===== src/rtl/midi_pkg.sv =====
// Shared constants, FSM encoding and event bundle for the MIDI voice allocator.
// Byte classification helpers used by the parser.
package midi_pkg;

  localparam logic [7:0] ST_NOTE_OFF = 8'h80;
  localparam logic [7:0] ST_NOTE_ON  = 8'h90;
  localparam logic [7:0] RT_MIN      = 8'hF8;

  typedef enum logic [2:0] {
    S_IDLE,
    S_DATA1,
    S_DATA2,
    S_SCAN,
    S_EMIT
  } state_t;

  typedef struct packed {
    logic       status;
    logic [7:0] idx;
    logic [6:0] note;
    logic [6:0] vel;
  } voice_evt_t;

  function automatic logic is_rt(input logic [7:0] b);
    return b >= RT_MIN;
  endfunction

  function automatic logic is_note_st(input logic [7:0] b);
    return (b[7:4] == ST_NOTE_OFF[7:4]) ||
           (b[7:4] == ST_NOTE_ON[7:4]);
  endfunction

endpackage


===== src/rtl/midi_voice_allocator_if.sv =====
// Byte input and voice-event output bundle of the allocator.
// slave: allocator side, master: byte source / event sink side.
interface midi_voice_allocator_if;
  logic [7:0] midi_byte_in;
  logic       midi_byte_valid;
  logic       SPI_note_status;
  logic [7:0] SPI_voice_index;
  logic [6:0] SPI_midi_note;
  logic [6:0] SPI_velocity;
  logic       SPI_ready_flag;
  logic [7:0] active_count;
  logic       byte_overflow;

  modport slave (
    input  midi_byte_in, midi_byte_valid,
    output SPI_note_status, SPI_voice_index,
    output SPI_midi_note, SPI_velocity,
    output SPI_ready_flag, active_count,
    output byte_overflow
  );

  modport master (
    output midi_byte_in, midi_byte_valid,
    input  SPI_note_status, SPI_voice_index,
    input  SPI_midi_note, SPI_velocity,
    input  SPI_ready_flag, active_count,
    input  byte_overflow
  );
endinterface


===== src/rtl/voice_slot_table.sv =====
// Voice slot storage: valid bit and note per slot plus occupancy count.
// Ports: one combinational read port, one write port, count_o.
module voice_slot_table #(
  parameter int NUM_VOICES = 16
) (
  input  logic       clk,
  input  logic       rst_n,
  input  logic [7:0] rd_idx_i,
  output logic       rd_valid_o,
  output logic [6:0] rd_note_o,
  input  logic       wr_en_i,
  input  logic [7:0] wr_idx_i,
  input  logic       wr_valid_i,
  input  logic [6:0] wr_note_i,
  output logic [7:0] count_o
);

  logic [NUM_VOICES-1:0] valid_q;
  logic [6:0]            note_q [NUM_VOICES];
  logic [7:0]            count_q;
  logic                  wr_old;

  always_comb begin
    rd_valid_o = 1'b0;
    rd_note_o  = 7'd0;
    wr_old     = 1'b0;
    for (int i = 0; i < NUM_VOICES; i++) begin
      if (rd_idx_i == 8'(i)) begin
        rd_valid_o = valid_q[i];
        rd_note_o  = note_q[i];
      end
      if (wr_idx_i == 8'(i))
        wr_old = valid_q[i];
    end
  end

  always_ff @(posedge clk or negedge rst_n) begin
    if (!rst_n) begin
      valid_q <= '0;
      count_q <= 8'd0;
      for (int i = 0; i < NUM_VOICES; i++)
        note_q[i] <= 7'd0;
    end else begin
      for (int i = 0; i < NUM_VOICES; i++) begin
        if (wr_en_i && wr_idx_i == 8'(i)) begin
          valid_q[i] <= wr_valid_i;
          note_q[i]  <= wr_note_i;
        end
      end
      // Steal/retrigger rewrite an occupied slot: count unchanged.
      if (wr_en_i && wr_valid_i && !wr_old)
        count_q <= count_q + 8'd1;
      else if (wr_en_i && !wr_valid_i && wr_old)
        count_q <= count_q - 8'd1;
    end
  end

  assign count_o = count_q;

endmodule


===== src/rtl/midi_voice_allocator.sv =====
// MIDI note-on/off parser with linear-scan voice slot allocation.
// Ports: clk, reset (async active-low), bus (byte in, voice event out).
module midi_voice_allocator
  import midi_pkg::*;
#(
  parameter int NUM_VOICES = 16
) (
  input  logic clk,
  input  logic reset,
  midi_voice_allocator_if.slave bus
);

  localparam logic [7:0] LAST = 8'(NUM_VOICES - 1);

  state_t     state_q;
  logic       rs_valid_q, rs_on_q;
  logic [6:0] note_q, vel_q;
  logic       msg_on_q;
  logic [7:0] scan_idx_q;
  logic       match_q, free_q;
  logic [7:0] match_idx_q, free_idx_q;
  logic [7:0] sel_idx_q, steal_ptr_q;
  logic       steal_q;
  logic       pend_valid_q;
  logic [7:0] pend_byte_q;
  voice_evt_t evt_q;
  logic       ready_q, ovf_q;

  logic       rd_valid;
  logic [6:0] rd_note;
  logic       hit, last, match_f, free_f;
  logic [7:0] match_idx_f, free_idx_f;
  logic [7:0] b;
  logic       have_b, in_rt;

  voice_slot_table #(.NUM_VOICES(NUM_VOICES)) u_tbl (
    .clk       (clk),
    .rst_n     (reset),
    .rd_idx_i  (scan_idx_q),
    .rd_valid_o(rd_valid),
    .rd_note_o (rd_note),
    .wr_en_i   (state_q == S_EMIT),
    .wr_idx_i  (sel_idx_q),
    .wr_valid_i(msg_on_q),
    .wr_note_i (note_q),
    .count_o   (bus.active_count)
  );

  // Pending byte is always older than the live input.
  assign b      = pend_valid_q ? pend_byte_q : bus.midi_byte_in;
  assign have_b = pend_valid_q | bus.midi_byte_valid;
  assign in_rt  = is_rt(bus.midi_byte_in);

  assign hit  = rd_valid && (rd_note == note_q);
  assign last = (scan_idx_q == LAST);

  // Results including the slot examined this cycle.
  assign match_f     = match_q | hit;
  assign match_idx_f = match_q ? match_idx_q : scan_idx_q;
  assign free_f      = free_q | ~rd_valid;
  assign free_idx_f  = free_q ? free_idx_q : scan_idx_q;

  always_ff @(posedge clk or negedge reset) begin
    if (!reset) begin
      state_q      <= S_IDLE;
      rs_valid_q   <= 1'b0;
      rs_on_q      <= 1'b0;
      note_q       <= 7'd0;
      vel_q        <= 7'd0;
      msg_on_q     <= 1'b0;
      scan_idx_q   <= 8'd0;
      match_q      <= 1'b0;
      free_q       <= 1'b0;
      match_idx_q  <= 8'd0;
      free_idx_q   <= 8'd0;
      sel_idx_q    <= 8'd0;
      steal_ptr_q  <= 8'd0;
      steal_q      <= 1'b0;
      pend_valid_q <= 1'b0;
      pend_byte_q  <= 8'd0;
      evt_q        <= '0;
      ready_q      <= 1'b0;
      ovf_q        <= 1'b0;
    end else begin
      ready_q <= 1'b0;
      ovf_q   <= 1'b0;
      case (state_q)
        S_IDLE, S_DATA1, S_DATA2: begin
          if (pend_valid_q) begin
            if (bus.midi_byte_valid && !in_rt)
              pend_byte_q <= bus.midi_byte_in;
            else
              pend_valid_q <= 1'b0;
          end
          if (have_b && !is_rt(b)) begin
            if (b[7]) begin
              if (is_note_st(b)) begin
                rs_valid_q <= 1'b1;
                rs_on_q    <= (b[7:4] == ST_NOTE_ON[7:4]);
                state_q    <= S_DATA1;
              end else begin
                rs_valid_q <= 1'b0;
                state_q    <= S_IDLE;
              end
            end else if (state_q == S_DATA2) begin
              vel_q       <= b[6:0];
              msg_on_q    <= rs_on_q && (b[6:0] != 7'd0);
              scan_idx_q  <= 8'd0;
              match_q     <= 1'b0;
              free_q      <= 1'b0;
              state_q     <= S_SCAN;
            end else if (state_q == S_DATA1 || rs_valid_q) begin
              note_q  <= b[6:0];
              state_q <= S_DATA2;
            end
          end
        end

        S_SCAN: begin
          if (bus.midi_byte_valid && !in_rt) begin
            if (!pend_valid_q) begin
              pend_valid_q <= 1'b1;
              pend_byte_q  <= bus.midi_byte_in;
            end else begin
              ovf_q <= 1'b1;
            end
          end
          if (hit && !match_q) begin
            match_q     <= 1'b1;
            match_idx_q <= scan_idx_q;
          end
          if (!rd_valid && !free_q) begin
            free_q     <= 1'b1;
            free_idx_q <= scan_idx_q;
          end
          scan_idx_q <= scan_idx_q + 8'd1;
          if (last) begin
            steal_q <= 1'b0;
            if (msg_on_q) begin
              state_q <= S_EMIT;
              if (match_f)
                sel_idx_q <= match_idx_f;
              else if (free_f)
                sel_idx_q <= free_idx_f;
              else begin
                sel_idx_q <= steal_ptr_q;
                steal_q   <= 1'b1;
              end
            end else if (match_f) begin
              sel_idx_q <= match_idx_f;
              state_q   <= S_EMIT;
            end else begin
              state_q <= S_IDLE;
            end
          end
        end

        S_EMIT: begin
          if (bus.midi_byte_valid && !in_rt) begin
            if (!pend_valid_q) begin
              pend_valid_q <= 1'b1;
              pend_byte_q  <= bus.midi_byte_in;
            end else begin
              ovf_q <= 1'b1;
            end
          end
          evt_q.status <= msg_on_q;
          evt_q.idx    <= sel_idx_q;
          evt_q.note   <= note_q;
          evt_q.vel    <= msg_on_q ? vel_q : 7'd0;
          ready_q      <= 1'b1;
          if (steal_q)
            steal_ptr_q <= (steal_ptr_q == LAST) ?
                           8'd0 : steal_ptr_q + 8'd1;
          state_q <= S_IDLE;
        end

        default: state_q <= S_IDLE;
      endcase
    end
  end

  assign bus.SPI_note_status = evt_q.status;
  assign bus.SPI_voice_index = evt_q.idx;
  assign bus.SPI_midi_note   = evt_q.note;
  assign bus.SPI_velocity    = evt_q.vel;
  assign bus.SPI_ready_flag  = ready_q;
  assign bus.byte_overflow   = ovf_q;

endmodule


===== src/flat_wrapper.sv =====
// flat-port wrapper written by rule: the top's interface ports become plain ports
module midi_voice_allocator_flat import midi_pkg::*;
#(
  parameter int NUM_VOICES = 16
)
  (clk, reset, bus_midi_byte_in, bus_midi_byte_valid, bus_SPI_note_status, bus_SPI_voice_index, bus_SPI_midi_note, bus_SPI_velocity, bus_SPI_ready_flag, bus_active_count, bus_byte_overflow);
  midi_voice_allocator_if bus_i ();
  input  logic clk;
  input  logic reset;
  input wire logic [$bits(bus_i.midi_byte_in)-1:0] bus_midi_byte_in;
  input wire logic [$bits(bus_i.midi_byte_valid)-1:0] bus_midi_byte_valid;
  output wire logic [$bits(bus_i.SPI_note_status)-1:0] bus_SPI_note_status;
  output wire logic [$bits(bus_i.SPI_voice_index)-1:0] bus_SPI_voice_index;
  output wire logic [$bits(bus_i.SPI_midi_note)-1:0] bus_SPI_midi_note;
  output wire logic [$bits(bus_i.SPI_velocity)-1:0] bus_SPI_velocity;
  output wire logic [$bits(bus_i.SPI_ready_flag)-1:0] bus_SPI_ready_flag;
  output wire logic [$bits(bus_i.active_count)-1:0] bus_active_count;
  output wire logic [$bits(bus_i.byte_overflow)-1:0] bus_byte_overflow;
  assign bus_i.midi_byte_in = bus_midi_byte_in;
  assign bus_i.midi_byte_valid = bus_midi_byte_valid;
  assign bus_SPI_note_status = bus_i.SPI_note_status;
  assign bus_SPI_voice_index = bus_i.SPI_voice_index;
  assign bus_SPI_midi_note = bus_i.SPI_midi_note;
  assign bus_SPI_velocity = bus_i.SPI_velocity;
  assign bus_SPI_ready_flag = bus_i.SPI_ready_flag;
  assign bus_active_count = bus_i.active_count;
  assign bus_byte_overflow = bus_i.byte_overflow;
  midi_voice_allocator #(.NUM_VOICES(NUM_VOICES)) u_core (.clk(clk), .reset(reset), .bus(bus_i));
endmodule

===== config.mk =====
export PLATFORM = sky130hd
export DESIGN_NAME = midi_voice_allocator_flat
export DESIGN_NICKNAME = d
export VERILOG_FILES = /design/src/rtl/midi_pkg.sv /design/src/rtl/midi_voice_allocator_if.sv /design/src/rtl/voice_slot_table.sv /design/src/rtl/midi_voice_allocator.sv /design/src/flat_wrapper.sv
export SDC_FILE = /design/constraint.sdc
export NUM_CORES = 1
export LEC_CHECK = 0
export ABC_AREA = 1
export CAP_MARGIN = 0
export CORE_ASPECT_RATIO = 2
export CORE_UTILIZATION = 45
export CTS_CLUSTER_SIZE = 16
export DETAILED_ROUTE_END_ITERATION = 16
export SYNTH_ARGS = -nofsm -noshare
export SYNTH_HDL_FRONTEND = slang
export SYNTH_SLANG_ARGS = --single-unit

===== constraint.sdc =====
create_clock -name clk -period 5.4 [get_ports clk]
set_clock_uncertainty 0.05 [all_clocks]
set_input_delay 1.08 -clock clk [delete_from_list [all_inputs] [get_ports clk]]
set_output_delay 1.08 -clock clk [all_outputs]
set_load 0.005 [all_outputs]

==> out/metrics.yaml <==
floorplan:
  num_rows: 82
  die_x_um: 115.1
  fp.dieH_um: 228.2
  core-area_um2: 25140
  ios: 44
  start_util: 0.4579
  design.die.area_um2: 26260
timing:
  hold_viol: 0
  maxSlewViolCount: 0
  final.min_clock_period_ns: 4.558
  relSlewSlack: 0.3301
  max_freq_mhz: 219.4
  rsz0062_at_grt: "no"
  tns_ns: 0
  worst_pin_slew_ns: 0.9981
  whs_ns: 0.4137
  fin_crit_sh: 0.8441
  finalSetupViolations: 0
clock_network:
  ctsResizeCount: 0
  cts-root-buf: "clkbuf_16"
  clk-insertion-delay-late_ns: 0.52
  h-tree-depth: 1
  cts_buffers: 23
  hold_buffers: 0
  cts_tree: "done"
  clock_path_buffers: 3
  post_cts_buffers: 0
  clock-sinks: 233
  clkTransAtPathRegs_ns: 0.06
grt:
  grt_max_degree: 104
  overflow: 0
  grtUsageTotal: 0.2460
  grt_antenna_before_repair: 0
  grt_pass1_wl_um: 50200
  grt_pass1_vias: 9585
routing:
  wl_um: 30420
  vias: 9506
  dr.pass1.iters: 5
  avgRoutedWirePerCell_um: 16.60
  first_iter_violations: 530
  drtAntennaViolNets: 0
  via_per_inst: 5.186
  drc: 0
synth:
  synth_area_leaders: "dfrtp_1, nand2_1, o21ai_0, inv_1, nor2_1"
  synth_top_area_frac: 0.5066
  synth.yosys.warnings: 0
  syn_avg_cell_area_um2: 7.911
  syn_nets: 1478
  synth_edf_count: 0
  ys_types: 47
  synth-seq-cells: 233
  syn_inst: 1455
  async_reset_ff_frac: 1.000
  yosysTopAreaCell: "dfrtp_1"
  synth.cell_area_um2: 11510
  seq_area_frac_synth: 0.5066
  ys.flop_type: "dfrtp_1"
finish:
  finalNonFillerCells: 1833
  drive_gt1_frac: 0.06680
  nets: 1505
  stdcell_area_um2: 13000
  synthToLayoutAreaGrowth_pct: 12.98
  antenna_cells: 0
critical_path:
  cp-startpoint: "u_core.sel_idx_q[5]"
  required_ns: 5.75
  start_kind: "flip-flop"
  crit_path_max_incr_delay_ns: 0.76
  critPathMaxFanout: 10
  critical_path.most_common_cell: "a21oi_1"
  cp_slowest_cell: "nor4_2"
  timing.rr.start: "u_core.sel_idx_q[5]"
  cp.arrival_ns: 4.91
  cp-end-kind: "flip-flop"
  crit_type: "flip-flop to flip-flop"
power_and_ir_drop:
  p_per_area_nw_per_um2: 412.3
  total_power_mw: 5.361
  p_leak_nw: 6.186
  vdd_drop_max_mv: 0.3382
placement:
  dp.cells: 1793
  placedInstanceArea_um2: 12190
  io_buffers: 43
  gp_congestion: 0.8461
  dp_hpwl_um: 21850
outcome:
  status: "complete, no violations"
min_path:
  min_from: "u_core.match_idx_q[5]"
  hold_path.class: "flip-flop to flip-flop"
job:
  max_cap_violations: 0
sequential cells by signal, indices dropped and copies added, names as in the netlist, 3 cells and up:
register                    count
u_core.bus.SPI_midi_note        7
u_core.bus.SPI_velocity         7
u_core.bus.SPI_voice_index      8
u_core.free_idx_q               8
u_core.match_idx_q              8
u_core.note_q                   7
u_core.pend_byte_q              8
u_core.scan_idx_q               8
u_core.sel_idx_q                8
u_core.state_q                  3
u_core.steal_ptr_q              8
u_core.u_tbl.count_o            8
u_core.u_tbl.note_q           112
u_core.u_tbl.valid_q           16
u_core.vel_q                    7
Yosys cell counts, types with 3 or more instances:
cell type,count
a21oi_1,60
a22o_1,6
buf_2,5
buf_4,4
buf_6,4
clkbuf_1,39
dfrtp_1,233
ha_1,11
inv_1,127
inv_2,7
nand2_1,448
nand2_2,7
nand3_1,63
nand3b_1,4
nand4_1,21
nor2_1,107
nor2_4,6
nor3_1,15
nor3_2,3
o211ai_1,4
o21ai_0,209
o21ai_1,7
o221ai_1,7
o22ai_1,3
or2_0,5
or2_2,14
xnor2_1,3
xor2_1,7
cell type report:
class / count / area (um^2)
clock buffers: 36 / 714.4
clock inverters: 4 / 95.09
fillers: 2466 / 12130
inverters: 137 / 515.5
multi-input cells: 1031 / 4895
flip-flops and latches: 233 / 5831
well taps: 336 / 420.4
repair buffers: 56 / 533.0
worst max-delay path, delay by kind of cell (launching register included):
kind | cells | cell delay [ns]
simple gates | 13 | 2.15
compound gates | 6 | 0.90
fa+ha+maj | 1 | 0.44
flops | 1 | 0.41
buf+inv | 4 | 0.31
xor+xnor | 1 | 0.17
path summary, 6_finish.rpt:
path	slack [ns]	cells past startpoint	to
worst min register to register	0.41	2	u_core.match_idx_q[5]
max in group asynchronous	3.65	2	u_core.bus.SPI_midi_note[4]
worst max register to register	0.84	25	u_core.u_tbl.count_o[7]
worst max-delay path	0.84	25	u_core.u_tbl.count_o[7]
worst min-delay path	0.41	2	u_core.match_idx_q[5]
min in group asynchronous	0.50	1	u_core.free_idx_q[5]
kinds of logic after synthesis:
family,synth area share
compound gates,0.1383
simple gates,0.2652
buf+inv,0.06859
xor+xnor,0.007610
flops,0.5066
fa+ha+maj,0.01370
layer usage:
layer	global-route usage	wire length, um	vias to the layer above
met3	0.02152	732	71
met1	0.2727	11520	4497
met5	0	0	-
li1	-	-	4767
met4	0.1157	1366	0
met2	0.4605	16810	171
stage by stage:
stage,setup WS [ns],utilization
2_1_floorplan,1.667,-
3_3_place_gp,1.006,0.4851
3_5_place_dp,0.8904,0.4851
4_1_cts,0.8745,0.5173
5_1_grt,0.3092,0.5173
6_report,0.8418,0.5173
power by group:
part / switching [mW] / total (mW) / internal (mW) / leakage [nW]
combinational: 1.16 / 1.61 / 0.448 / 2.58
clock: 0.683 / 1.73 / 1.05 / 0.399
sequential: 0.131 / 2.02 / 1.89 / 3.20
cell usage in the layout, fill, tap and decap left out, types with 9 or more instances in the layout:
cell type / instances
nand2_1: 448
dfrtp_1: 233
o21ai_0: 209
inv_1: 127
nor2_1: 107
nand3_1: 63
a21oi_1: 60
clkdlybuf4s50_1: 42
clkbuf_16: 23
nand4_1: 21
nor3_1: 14
or2_2: 14
buf_4: 13
ha_1: 11
clkbuf_8: 9
No activity file was read; power rests on OpenSTA's default activity.
